### src/rtl/spi_pkg.sv
// spi_pkg: SPI frame width, counter width and FSM state type shared by the SPI master and slave.
package spi_pkg;
    localparam int DATA_W = 16;
    localparam int CNT_W = $clog2(DATA_W) + 1;
    typedef enum logic [2:0] {IDLE, READY, SHIFT, DONE, WAIT_CS} spi_state_t;
endpackage

### src/rtl/spi_slave_shifter.sv
// spi_slave_shifter: indexed rx/tx shift registers and the bit counter for one SPI frame.
module spi_slave_shifter #(
    parameter int DATA_W = spi_pkg::DATA_W
) (
    input  logic              clk,
    input  logic              rst,
    input  logic              clr,
    input  logic              load,
    input  logic              shift,
    input  logic              mosi,
    input  logic [DATA_W-1:0] load_data,
    output logic              tx_bit,
    output logic              last_bit,
    output logic [DATA_W-1:0] rx_word
);
    import spi_pkg::*;
    localparam int CW = $clog2(DATA_W) + 1;
    logic [CW-1:0] cnt;
    logic [CW-2:0] idx;
    logic [DATA_W-1:0] rx_shift, tx_shift;
    assign idx = cnt[CW-2:0];
    assign tx_bit = tx_shift[idx];
    assign last_bit = cnt == CW'(DATA_W - 1);
    assign rx_word = rx_shift;
    always_ff @(posedge clk) begin
        if (rst) begin
            cnt <= '0;
            rx_shift <= '0;
            tx_shift <= '0;
        end else begin
            if (clr) cnt <= '0;
            else if (shift) cnt <= cnt + CW'(1);
            if (load) tx_shift <= load_data;
            if (shift) rx_shift[idx] <= mosi;
        end
    end
endmodule

### src/rtl/spi_slave_port.sv
// spi_slave_port: clk-synchronous SPI slave; one bit per clk, LSB-first frames with a preloaded response.
module spi_slave_port #(
    parameter int DATA_W = spi_pkg::DATA_W
) (
    input  logic              clk,
    input  logic              rst,
    input  logic              cs_in,
    input  logic              mosi_in,
    input  logic [DATA_W-1:0] tx_data,
    input  logic              tx_load,
    output logic              miso_out,
    output logic [DATA_W-1:0] rx_data,
    output logic              rx_valid,
    output logic              busy,
    output logic              tx_pending,
    output logic              frame_err,
    output logic              tx_underrun
);
    import spi_pkg::*;
    spi_state_t state, nxt;
    logic [DATA_W-1:0] tx_buf, rx_word;
    logic ready_go, shift_go, abort, tx_bit, last_bit;
    assign ready_go = state == READY && cs_in;
    assign shift_go = state == SHIFT && cs_in;
    assign abort = state == SHIFT && !cs_in;
    assign busy = state != IDLE;
    spi_slave_shifter #(.DATA_W(DATA_W)) u_shifter (
        .clk(clk),
        .rst(rst),
        .clr(ready_go || abort),
        .load(ready_go),
        .shift(shift_go),
        .mosi(mosi_in),
        .load_data(tx_pending ? tx_buf : '0),
        .tx_bit(tx_bit),
        .last_bit(last_bit),
        .rx_word(rx_word)
    );
    always_ff @(posedge clk) state <= rst ? IDLE : nxt;
    always_comb begin
        nxt = state;
        case (state)
            IDLE:    nxt = cs_in ? READY : IDLE;
            READY:   nxt = cs_in ? SHIFT : IDLE;
            SHIFT:   nxt = !cs_in ? IDLE : last_bit ? DONE : SHIFT;
            DONE:    nxt = cs_in ? WAIT_CS : IDLE;
            WAIT_CS: nxt = cs_in ? WAIT_CS : IDLE;
            default: nxt = IDLE;
        endcase
    end
    // A tx_load colliding with the READY copy wins: the old word goes out, the new one stays pending.
    always_ff @(posedge clk) begin
        if (rst) begin
            tx_buf <= '0;
            tx_pending <= 1'b0;
            miso_out <= 1'b0;
            rx_data <= '0;
            rx_valid <= 1'b0;
            frame_err <= 1'b0;
            tx_underrun <= 1'b0;
        end else begin
            miso_out <= shift_go ? tx_bit : 1'b0;
            rx_valid <= state == DONE;
            frame_err <= abort;
            tx_underrun <= ready_go && !tx_pending;
            if (state == DONE) rx_data <= rx_word;
            if (tx_load) begin
                tx_buf <= tx_data;
                tx_pending <= 1'b1;
            end else if (ready_go) begin
                tx_pending <= 1'b0;
            end
        end
    end
endmodule
### config.mk
export PLATFORM = sky130hd
export DESIGN_NAME = spi_slave_port
export DESIGN_NICKNAME = d
export VERILOG_FILES = /design/src/rtl/spi_pkg.sv /design/src/rtl/spi_slave_shifter.sv /design/src/rtl/spi_slave_port.sv
export SDC_FILE = /design/constraint.sdc
export NUM_CORES = 1
export LEC_CHECK = 0
export BUFFER_PORTS_ARGS = -buffer_cell sky130_fd_sc_hd__buf_2
export CAP_MARGIN = 10
export CORE_MARGIN = 1
export CORE_UTILIZATION = 35
export DETAILED_ROUTE_END_ITERATION = 16
export HOLD_SLACK_MARGIN = 0.02
export SLEW_MARGIN = 20
export SYNTH_ARGS = -nofsm -noshare
export SYNTH_HDL_FRONTEND = slang
export SYNTH_SLANG_ARGS = --single-unit
### constraint.sdc
create_clock -name clk -period 1.4 [get_ports clk]
set_input_delay 0 -clock clk [delete_from_list [all_inputs] [get_ports clk]]
set_output_delay 0 -clock clk [all_outputs]
set_load 0.02 [all_outputs]
# --- Word level (Yosys, flattened, before mapping) ---
# Cells that the tools add are included.
totals:
  register_bits: 77
  in_bits: 21
  out_inout_bits: 22
  word_cells: 48
classes:
  addsub: 1
  magnitude_cmp: 2
  n_eq_ne: 5
  n_mux: 14
  bitwise_logic: 1
  n_reduce_logical: 14
op_table:
  columns: ["cell", "n"]
  rows:
  - ["16-bit bitwise mux", 1]
  - ["16-bit 2-to-1 mux", 1]
  - ["3-bit one-hot mux with 4 select lines", 1]
  - ["3-bit by 2-bit equality test with 1-bit output (second input constant)", 2]
  - ["1-bit 2-to-1 mux", 6]
  - ["2-bit OR reduction", 3]
  - ["5-bit by 1-bit adder with 5-bit output (second input constant)", 1]
  - ["5-bit by 4-bit equality test with 1-bit output (second input constant)", 1]
  - ["1-bit logical AND", 5]
  - ["4-bit by 5-bit less-than comparator with 1-bit output (second input constant)", 1]
  - ["1-bit binary-select mux with 4-bit select", 1]
  - ["1-bit demux with 4-bit select", 1]
  - ["4-bit by 1-bit >= comparator with 1-bit output (second input constant)", 1]
  - ["2-bit 2-to-1 mux", 2]
  - ["3-bit by 1-bit equality test with 1-bit output (second input constant)", 1]
  - ["3-bit equality test (second input constant)", 1]
  - ["3-bit logical NOT", 1]
  - ["3-bit 2-to-1 mux", 1]
  - ["3-bit nonzero test", 1]
  - ["1-bit logical NOT", 2]
  - ["2-bit nonzero test", 1]
  - ["1-bit logical OR", 1]
  - ["1-bit NOT", 1]

# --- Logic depth before layout (Yosys ltp) ---
# Gate-level depths: netlist (run 1).
depth:
  word_depth: 5
  mapped_depth: 6
  mapped_depth_nobuf: 5

# --- By module ---
# From an unflattened synthesis (run 1), not the netlist that was laid out.
unflattened:
  cells_unflattened: 346
  area_unflattened_um2: 3412.0
modules_own_cells:
  columns: ["module", "n_inst", "cells_per_inst", "area_per_inst_um2", "seq_area_each_um2"]
  rows:
  - ["spi_slave_port", 1, 174, 1736.7, 800.8]
  - ["spi_slave_shifter", 1, 172, 1675.4, 740.7]

# --- Worst setup path before layout (run 1) ---
# Ideal clock, no wire load.
synth_path:
  path_kind: "register to register"
  from: "register u_shifter.cnt[1]"
  to: "register miso_out"
  setup_time_ns: 0.117
  arrival_ns: 1.304
  required_time_ns: 1.283
  slack_ns: -0.020
  path_stages_with_launch: 5
  path_buffers: 0
  synth_period_minus_slack_ns: 1.420
  cell_sequence: "dfxtp_1 -> mux4_1 -> mux2i_1 -> nand2_1 -> and4b_1"
synth_via:
  elab_chain_cells: 2
synth_rtl:
  columns: ["item", "line_no", "source"]
  rows:
  - ["start, declared", "spi_slave_shifter.sv:18", "logic [CW-1:0] cnt;"]
  - ["start signal, assigned", "spi_slave_shifter.sv:32", "else if (shift) cnt <= cnt + CW'(1);"]
  - ["1-bit binary-select mux with 4-bit select", "spi_slave_shifter.sv:22", "assign tx_bit = tx_shift[idx];"]
  - ["1-bit 2-to-1 mux (not written as such)", "spi_slave_shifter.sv:22", null]
  - ["end signal, assigned", "spi_slave_port.sv:62", "miso_out <= shift_go ? tx_bit : 1'b0;"]
  - ["end, declared", "spi_slave_port.sv:11", "output logic miso_out,"]
# No other way between the ends. The select of a mux whose other input is x is not followed.
# A chain may end at the register's enable or synchronous reset.

# --- Final worst setup path (run 1) ---
# Ends and elaborated chain as after synthesis.

==> run summary, run 1 <==
The first-pass GRT wire length came out at 9870 um. Of the total power, the clock network draws 0.407. Walking the worst path, the cells encountered are mux4_1, mux2i_1, nand2_1, and4b_1. The full die area is 9040 um^2. The estimated wirelength of the detail-placed design is 4050 um.

In this run the remaining antenna-violating nets after routing total 0. The number of instances in the synthesized netlist came out at 306. The clock period could shrink to 1.39 ns. The top-level port count came out at 43. The via count of the first global-routing pass is 2154. The setup path with the least slack is of type flip-flop to flip-flop. Clock tree synthesis selected as its root buffer the cell clkbuf_8. Yosys mapped the design onto 36 distinct sky130hd cell types. STA classifies the critical path startpoint as a flip-flop.

The final layout contains routed wiring with a total length of 6110 um. The class of the tightest hold or removal check is primary input to flip-flop. The beginning of the worst hold path is mosi_in. The placement-stage worst setup slack is 0.0208 ns. The slowest cell on the critical path is mux4_1. The mean post-synth cell area is 9.91 um^2.

The cell count after placement is 449. The relative slew slack is 0.675. In this run, synthesis produced a sequential element count of 77. The initial cell density of the core is 0.365.

Compared with the post-synthesis result, the final layout area differs by 25.3%. The post-detailed-placement cell area is 3390 um^2. For this run, the register share of the synthesized area comes to 0.508.

Of the cells placed in the final design, the portion with a size suffix greater than 1 is 0.266. The number of nets handed over by synthesis was 332. The tool flagged a number of max-cap violations equal to 0. The final design area excluding fillers is 3800 um^2. The core box area is 8300 um^2. The areal power density over the cells is 1120 nW/um^2.

The signal arrival time at the worst endpoint is 1.64 ns. STA classifies the critical path endpoint as a flip-flop. The post-CTS clock slew at the launch and capture registers of the worst setup and hold paths is 0.08 ns. The number of optimization iterations in the first detailed-route pass is 4. The aggregate global-route resource usage is 0.142. The count of endpoints failing hold in the final timing report came out at 0. The relative contribution of sequential cells to total power came out at 0.532. The critical path required time came out at 1.65 ns. The number of warnings reported in the yosys synthesis log came out at 0.

The H-tree depth reported by CTS came out at 3. The analysis attributes to net switching a power of 1.03 mW. The count of buffers added on input and output ports is 42. The antenna diode count is 0. The number of DRC markers after the initial detailed-route iteration is 91. The flow ran to the end, and the final reports show no timing, DRC or antenna violations.

The internal cell power is 3.20 mW. The number of setup violations in the final report came out at 0. Setup repair after global routing could not meet its margin everywhere.

The clock insertion delay at the later pin of the skew report is 0.35 ns. Grouping stages by cell kind, the critical path spends the most delay in multiplexers. The maximum clock rate is 721 MHz. At the end of routability-driven placement, the weighted congestion stood at 0.807. The buffers plus inverters on the worst setup path came out at 0. The slew of the pin with the lowest slew margin is 0.488 ns. The clock passes through at most 2 buffers. Adding up every negative setup slack in the final design gives 0 ns. The portion of the clock cycle consumed by the worst path in the final layout came out at 0.991. The peak supply drop came out at 0.529 mV. Of all nets on the critical path, the largest fanout is 4. The detail-routed net length per standard cell is 12.6 um.

The source of the worst register-to-register timing path is u_shifter.cnt[1]$_SDFFE_PP0P_. The remaining global-route overflow is 0. The leakage dissipation is 1.67 nW. The mean number of vias per cell is 4.73. The net count of the finished layout is 400.

The clock tree from TritonCTS is done. In this run the worst setup path begins at u_shifter.cnt[1]$_SDFFE_PP0P_. Final hold analysis gives a worst-case slack of 0.0681 ns. At the end of the flow the core is filled with cells to 0.458. The final non-filler cell total came out at 484. The pin count of the biggest net entering global routing came out at 40. The delay of the slowest cell on the worst path is 0.55 ns. After floorplanning, the core was divided into 33 placement rows.

The die extent in y is 95.1 um. The total clock buffers created by CTS came out at 9. The total DRC errors in the routed layout came out at 0. The least setup slack across all paths after layout came out at 0.0125 ns.

The x dimension of the die came out at 95.1 um. The initial antenna violation count was 0. Of the total power, the share spent switching nets is 0.244. Counting every sink on the clock net gives 77.

The final setup skew came out at 0.00784 ns. Overall power consumption after layout is estimated at 4.24 mW. The count of vias placed by the detailed router is 2289. The synthesized cell area came out at 3030 um^2. Of the total power, combinational logic draws 0.062.

The number of slew-limit violations in the final report came to 0.
==> synthesized netlist by cell type, drive strengths merged <==
cell / count / area, um^2
a21boi: 1 / 7.51
a21oi: 18 / 90.1
a22o: 16 / 153
a31oi: 1 / 21.3
and3: 3 / 20.0
and4b: 1 / 10.0
and4bb: 1 / 16.3
buf: 14 / 91.3
clkbuf: 7 / 37.5
dfxtp: 77 / 1540
ha: 5 / 62.6
inv: 6 / 22.5
mux2i: 33 / 330
mux4: 4 / 97.6
nand2: 41 / 154
nand2b: 1 / 6.26
nand3: 14 / 70.1
nand4: 5 / 31.3
nand4b: 1 / 8.76
nor2: 43 / 161
nor2b: 3 / 26.3
nor3: 2 / 10.0
o21ai: 3 / 15.0
or2b: 1 / 7.51
or3: 1 / 6.26
xnor2: 2 / 17.5
xor2: 2 / 17.5
==> worst paths after layout <==
| path | slack, ns | to | depth (start not counted) |
|---|---|---|---|
| max reg2reg | 0.01 | miso_out$_SDFF_PP0_ | 4 |
| max | 0.01 | miso_out$_SDFF_PP0_ | 4 |
| min | 0.07 | u_shifter.rx_word[1]$_SDFFE_PP0P_ | 3 |
| min reg2reg | 0.46 | rx_data[7]$_SDFFE_PP0P_ | 2 |
==> cells by family (layout without fill, tap and decap cells) <==
| group | after synthesis | in the layout | share of synthesized area |
|---|---|---|---|
| simple gates | 117 | 118 | 0.174 |
| flops | 77 | 77 | 0.508 |
| compound gates | 39 | 39 | 0.0945 |
| mux | 37 | 37 | 0.141 |
| buf+inv | 27 | 99 | 0.0499 |
| fa+ha+maj | 5 | 5 | 0.0206 |
| xor+xnor | 4 | 4 | 0.0116 |
==> state kept, by name, indices dropped and copies added (netlist names) <==
name	flops
miso_out	1
u_shifter.cnt	5
rx_data	16
frame_err	1
state	3
rx_valid	1
u_shifter.rx_word	16
tx_underrun	1
tx_buf	16
u_shifter.tx_shift	16
tx_pending	1
==> per-layer routing <==
| metal | up-vias | GRT usage | part of all wire | wire, um |
|---|---|---|---|---|
| met2 | 48 | 0.220 | 0.44 | 2710 |
| met4 | 0 | 0.0644 | 0.018 | 107 |
| met3 | 8 | 0.0423 | 0.044 | 266 |
| met5 | - | 0 | 0 | 0 |
| li1 | 1181 | - | - | - |
| met1 | 1052 | 0.181 | 0.50 | 3030 |
==> cells in the final DEF (no fill, tap or decap), types with 3 or more instances in the layout <==
cell,Yosys,routed
dfxtp_1,77,72
inv_1,6,6
ha_2,0,3
buf_2,7,42
a22o_2,10,10
buf_4,2,16
clkbuf_8,1,9
nor2_1,43,42
nand2_1,41,41
a22o_1,6,6
o21ai_0,3,3
clkinvlp_4,0,3
dfxtp_2,0,5
nand3_1,14,14
a21oi_1,18,18
mux2i_1,33,33
dlygate4sd3_1,0,18
nand4_1,5,5
==> worst register-to-register path: stages (launching register included) <==
cell and delay (ns):
dfxtp_2 0.37, mux4_1 0.55, mux2i_1 0.14, nand2_1 0.06, and4b_1 0.17
==> repair_timing <==
item / CTS / global route
pin swaps: 0 / 2
endpoints found under the setup margin: 1 / 20
buffers inserted: 0 / 0
endpoints found under the hold margin: 20 / 0
cloned: 0 / 1
hold buffers: 18 / 0
gates resized for setup: 1 / 8
==> power groups by stage <==
| stage | logic [mW] | clock network (mW) | registers [mW] |
|---|---|---|---|
| 3_3_place_gp | 0.221 | 0 | 2.30 |
| 5_1_grt | 0.291 | 1.86 | 2.26 |
| 6_report | 0.262 | 1.72 | 2.25 |
| 2_1_floorplan | 0.146 | 0 | 2.30 |
| 4_1_cts | 0.262 | 1.77 | 2.25 |
| 3_5_place_dp | 0.224 | 0 | 2.30 |
==> area by class of cell <==
class	count	area, um^2
sequential	77	1550
timing repair buffer	77	531
clock buffer	9	124
inverter	6	22.5
tap	105	131
clock inverter	7	81.3
fill	842	4500
multi-input combinational	203	1360
(Power assumes the default switching activity.)
==> run 2, diff against run 1 <==
==> constraint.sdc (replaced) <==
create_clock -name clk -period 1.39 [get_ports clk]
set_input_delay 0 -clock clk [delete_from_list [all_inputs] [get_ports clk]]
set_output_delay 0 -clock clk [all_outputs]
set_load 0.02 [all_outputs]
==> run summary, run 2 (synthesized netlist as in run 1, its figures left out) <==
Across the run, the number of max-cap violations was 0. The clock sink count is 77. The number of nets at the end of the flow is 403. The filler cells instantiated in the layout total 813. The remaining global-route overflow came out at 0. The final setup skew is 0.00759 ns.

Counting I/O delays and the setup requirement, the final critical path takes 1.36 ns. The slack of the worst reg-to-reg path is 0.03 ns. The most common cell after layout, fill and taps aside is dfxtp_1. The global routing usage on met3 is 0.0391. The cell count after placement is 450. The via count of the first global-routing pass came out at 2093. The maximum clock rate came out at 736 MHz. The worst register-to-register path ends at u_shifter.rx_word[2]$_SDFFE_PP0P_. Setup violations remaining at the end of the flow were counted as 0. The number of slew-limit violations in the final report is 0. The aggregate global-route resource usage came out at 0.143. The full die area came out at 9040 um^2.

The estimated wirelength of the detail-placed design is 4090 um. The met2 track utilization from global routing came out at 0.215. The number of optimization iterations in the first detailed-route pass came out at 5.

The clock insertion delay at the later pin of the skew report came out at 0.35 ns. The peak supply drop is 0.522 mV. Dividing the detail-routed wire length by the instance count gives 13.0 um. The nature of the critical path startpoint is a flip-flop. The signal arrival time at the worst endpoint came out at 1.59 ns.

The critical path required time is 1.62 ns. TritonCTS built the clock tree. Counting cells, the worst reg-to-reg path comes to 6.

The worst setup path is captured at a flip-flop. Setup repair after global routing could not meet its margin everywhere. The growth of design area from synthesis to finish came out at 27.9%.

From left edge to right edge, the die measures 95.1 um. The power after layout is 4.36 mW. In the global route stage, met1 resource usage came out at 0.187.

After global routing, the most crowded layer is met2. The CTS root buffer is clkbuf_8. The minimum hold slack came out at 0.0734 ns. For this configuration, the core starts out at a cell density of 0.365. 43 I/O pins were placed. The clock tree synthesis step divided the H-tree into 3 levels. The count of vias placed by the detailed router is 2294. The core box area is 8300 um^2. The count of buffers added on input and output ports is 42. The final non-filler cell total came out at 487.

The share of cells above drive strength 1 came out at 0.288. The total DRC errors in the routed layout came out at 0. The areal power density over the cells is 1120 nW/um^2. Entering global routing, the biggest net connects 40 pins. The routed wire length came out at 6310 um. Headroom to the max-slew limit came out at 0.667. In this run, the number of DRC markers left after iteration 0 of detailed routing was 101. The slew of the pin with the lowest slew margin is 0.500 ns.

The worst hold path belongs to the class primary input to flip-flop. The worst hold endpoint is u_shifter.rx_word[7]$_SDFFE_PP0P_. After clock tree synthesis, the clock-pin slew on the worst setup and hold paths is 0.08 ns.

The number of placement rows came out at 33. The startpoint identified for the worst hold timing path is mosi_in. The startpoint identified for the worst register-to-register timing path is u_shifter.cnt[0]$_SDFFE_PP0P_. The antenna diode count is 0. The detail route stage leaves a number of antenna-violating nets equal to 0.

The portion of the clock cycle consumed by the worst path in the final layout is 0.977. The routability-driven placement congestion ratio came out at 0.810. Using the TritonRoute via totals, the vias-per-cell ratio works out to 4.71. Leaving out fill and tap cells, the most frequent cells in the layout are dfxtp_1, nor2_1, buf_2. The count of endpoints failing hold in the final timing report is 0.

The flow ran to the end, and the final reports show no timing, DRC or antenna violations. The initial antenna violation count came to 0. In this run the static leakage power is 1.69 nW.

The first-pass GRT wire length is 9800 um. The clock passes through at most 2 buffers. The floorplan step set the die height to 95.1 um. The number of cells on the worst hold path is 3. The start-to-end type of the worst setup path is flip-flop to flip-flop. The total clock buffers created by CTS came out at 9. The maximum fanout along the worst path is 4.
-- run 2: per-stage QoR --
stage / TNS [ns] / utilization / worst slack (ns) / cell area [um^2]
2_1_floorplan: 0 / - / 0.0135 / 3030
3_3_place_gp: 0 / 0.409 / 0.0348 / 3390
3_5_place_dp: -0.0202 / 0.409 / -0.0202 / 3390
4_1_cts: 0 / 0.456 / 0.00580 / 3790
5_1_grt: -0.110 / 0.468 / -0.0381 / 3880
6_report: 0 / 0.468 / 0.0315 / 3880
-- run 2: worst max-delay path by stage --
stage | cells after the start | endpoint | slack [ns] | from
after detailed placement | 4 | miso_out$_SDFF_PP0_ | -0.02 | u_shifter.cnt[1]$_SDFFE_PP0P_
final | 6 | u_shifter.rx_word[2]$_SDFFE_PP0P_ | 0.03 | u_shifter.cnt[0]$_SDFFE_PP0P_
after CTS | 4 | u_shifter.rx_word[2]$_SDFFE_PP0P_ | 0.006 | state[0]$_SDFF_PP0_
after global routing | 4 | miso_out$_SDFF_PP0_ | -0.04 | u_shifter.cnt[1]$_SDFFE_PP0P_
after global placement | 4 | miso_out$_SDFF_PP0_ | 0.03 | u_shifter.cnt[1]$_SDFFE_PP0P_
after floorplan | 5 | u_shifter.cnt[4]$_SDFFE_PP0P_ | 0.01 | u_shifter.cnt[0]$_SDFFE_PP0P_
-- run 2: power by group --
part / internal, mW / total [mW] / switching (mW)
clock network: 1.00 / 1.81 / 0.812
logic: 0.136 / 0.275 / 0.139
registers: 2.24 / 2.27 / 0.0262
-- run 2: critical path, stage by stage, from the launching register on --
cell,delay (ns)
dfxtp_1,0.36
buf_6,0.14
clkinvlp_4,0.14
ha_4,0.21
nand3_1,0.09
mux2i_1,0.23
nor2_1,0.07
-- run 2: layout make-up --
class	count	area, um^2	area share
Inverter	6	30.0	0.00774
Sequential cell	77	1550	0.400
Clock buffer	9	124	0.0319
Tap cell	105	131	0.0339
Timing Repair Buffer	80	561	0.144
Multi-Input combinational cell	203	1390	0.359
Clock inverter	7	90.1	0.0232
-- run 2: repair_timing --
action,4_1_cts,5_1_grt
hold endpoints to repair,20,0
cloned,0,1
setup buffers,0,2
resized for setup,2,20
pin swaps,1,2
setup endpoints to repair,2,24
hold buffers,18,0
-- run 2: layer usage --
layer | vias up | routed length, um
met1 | 1043 | 3130
met3 | 11 | 279
met2 | 52 | 2790
met4 | 0 | 108
met5 | - | 0
li1 | 1188 | -
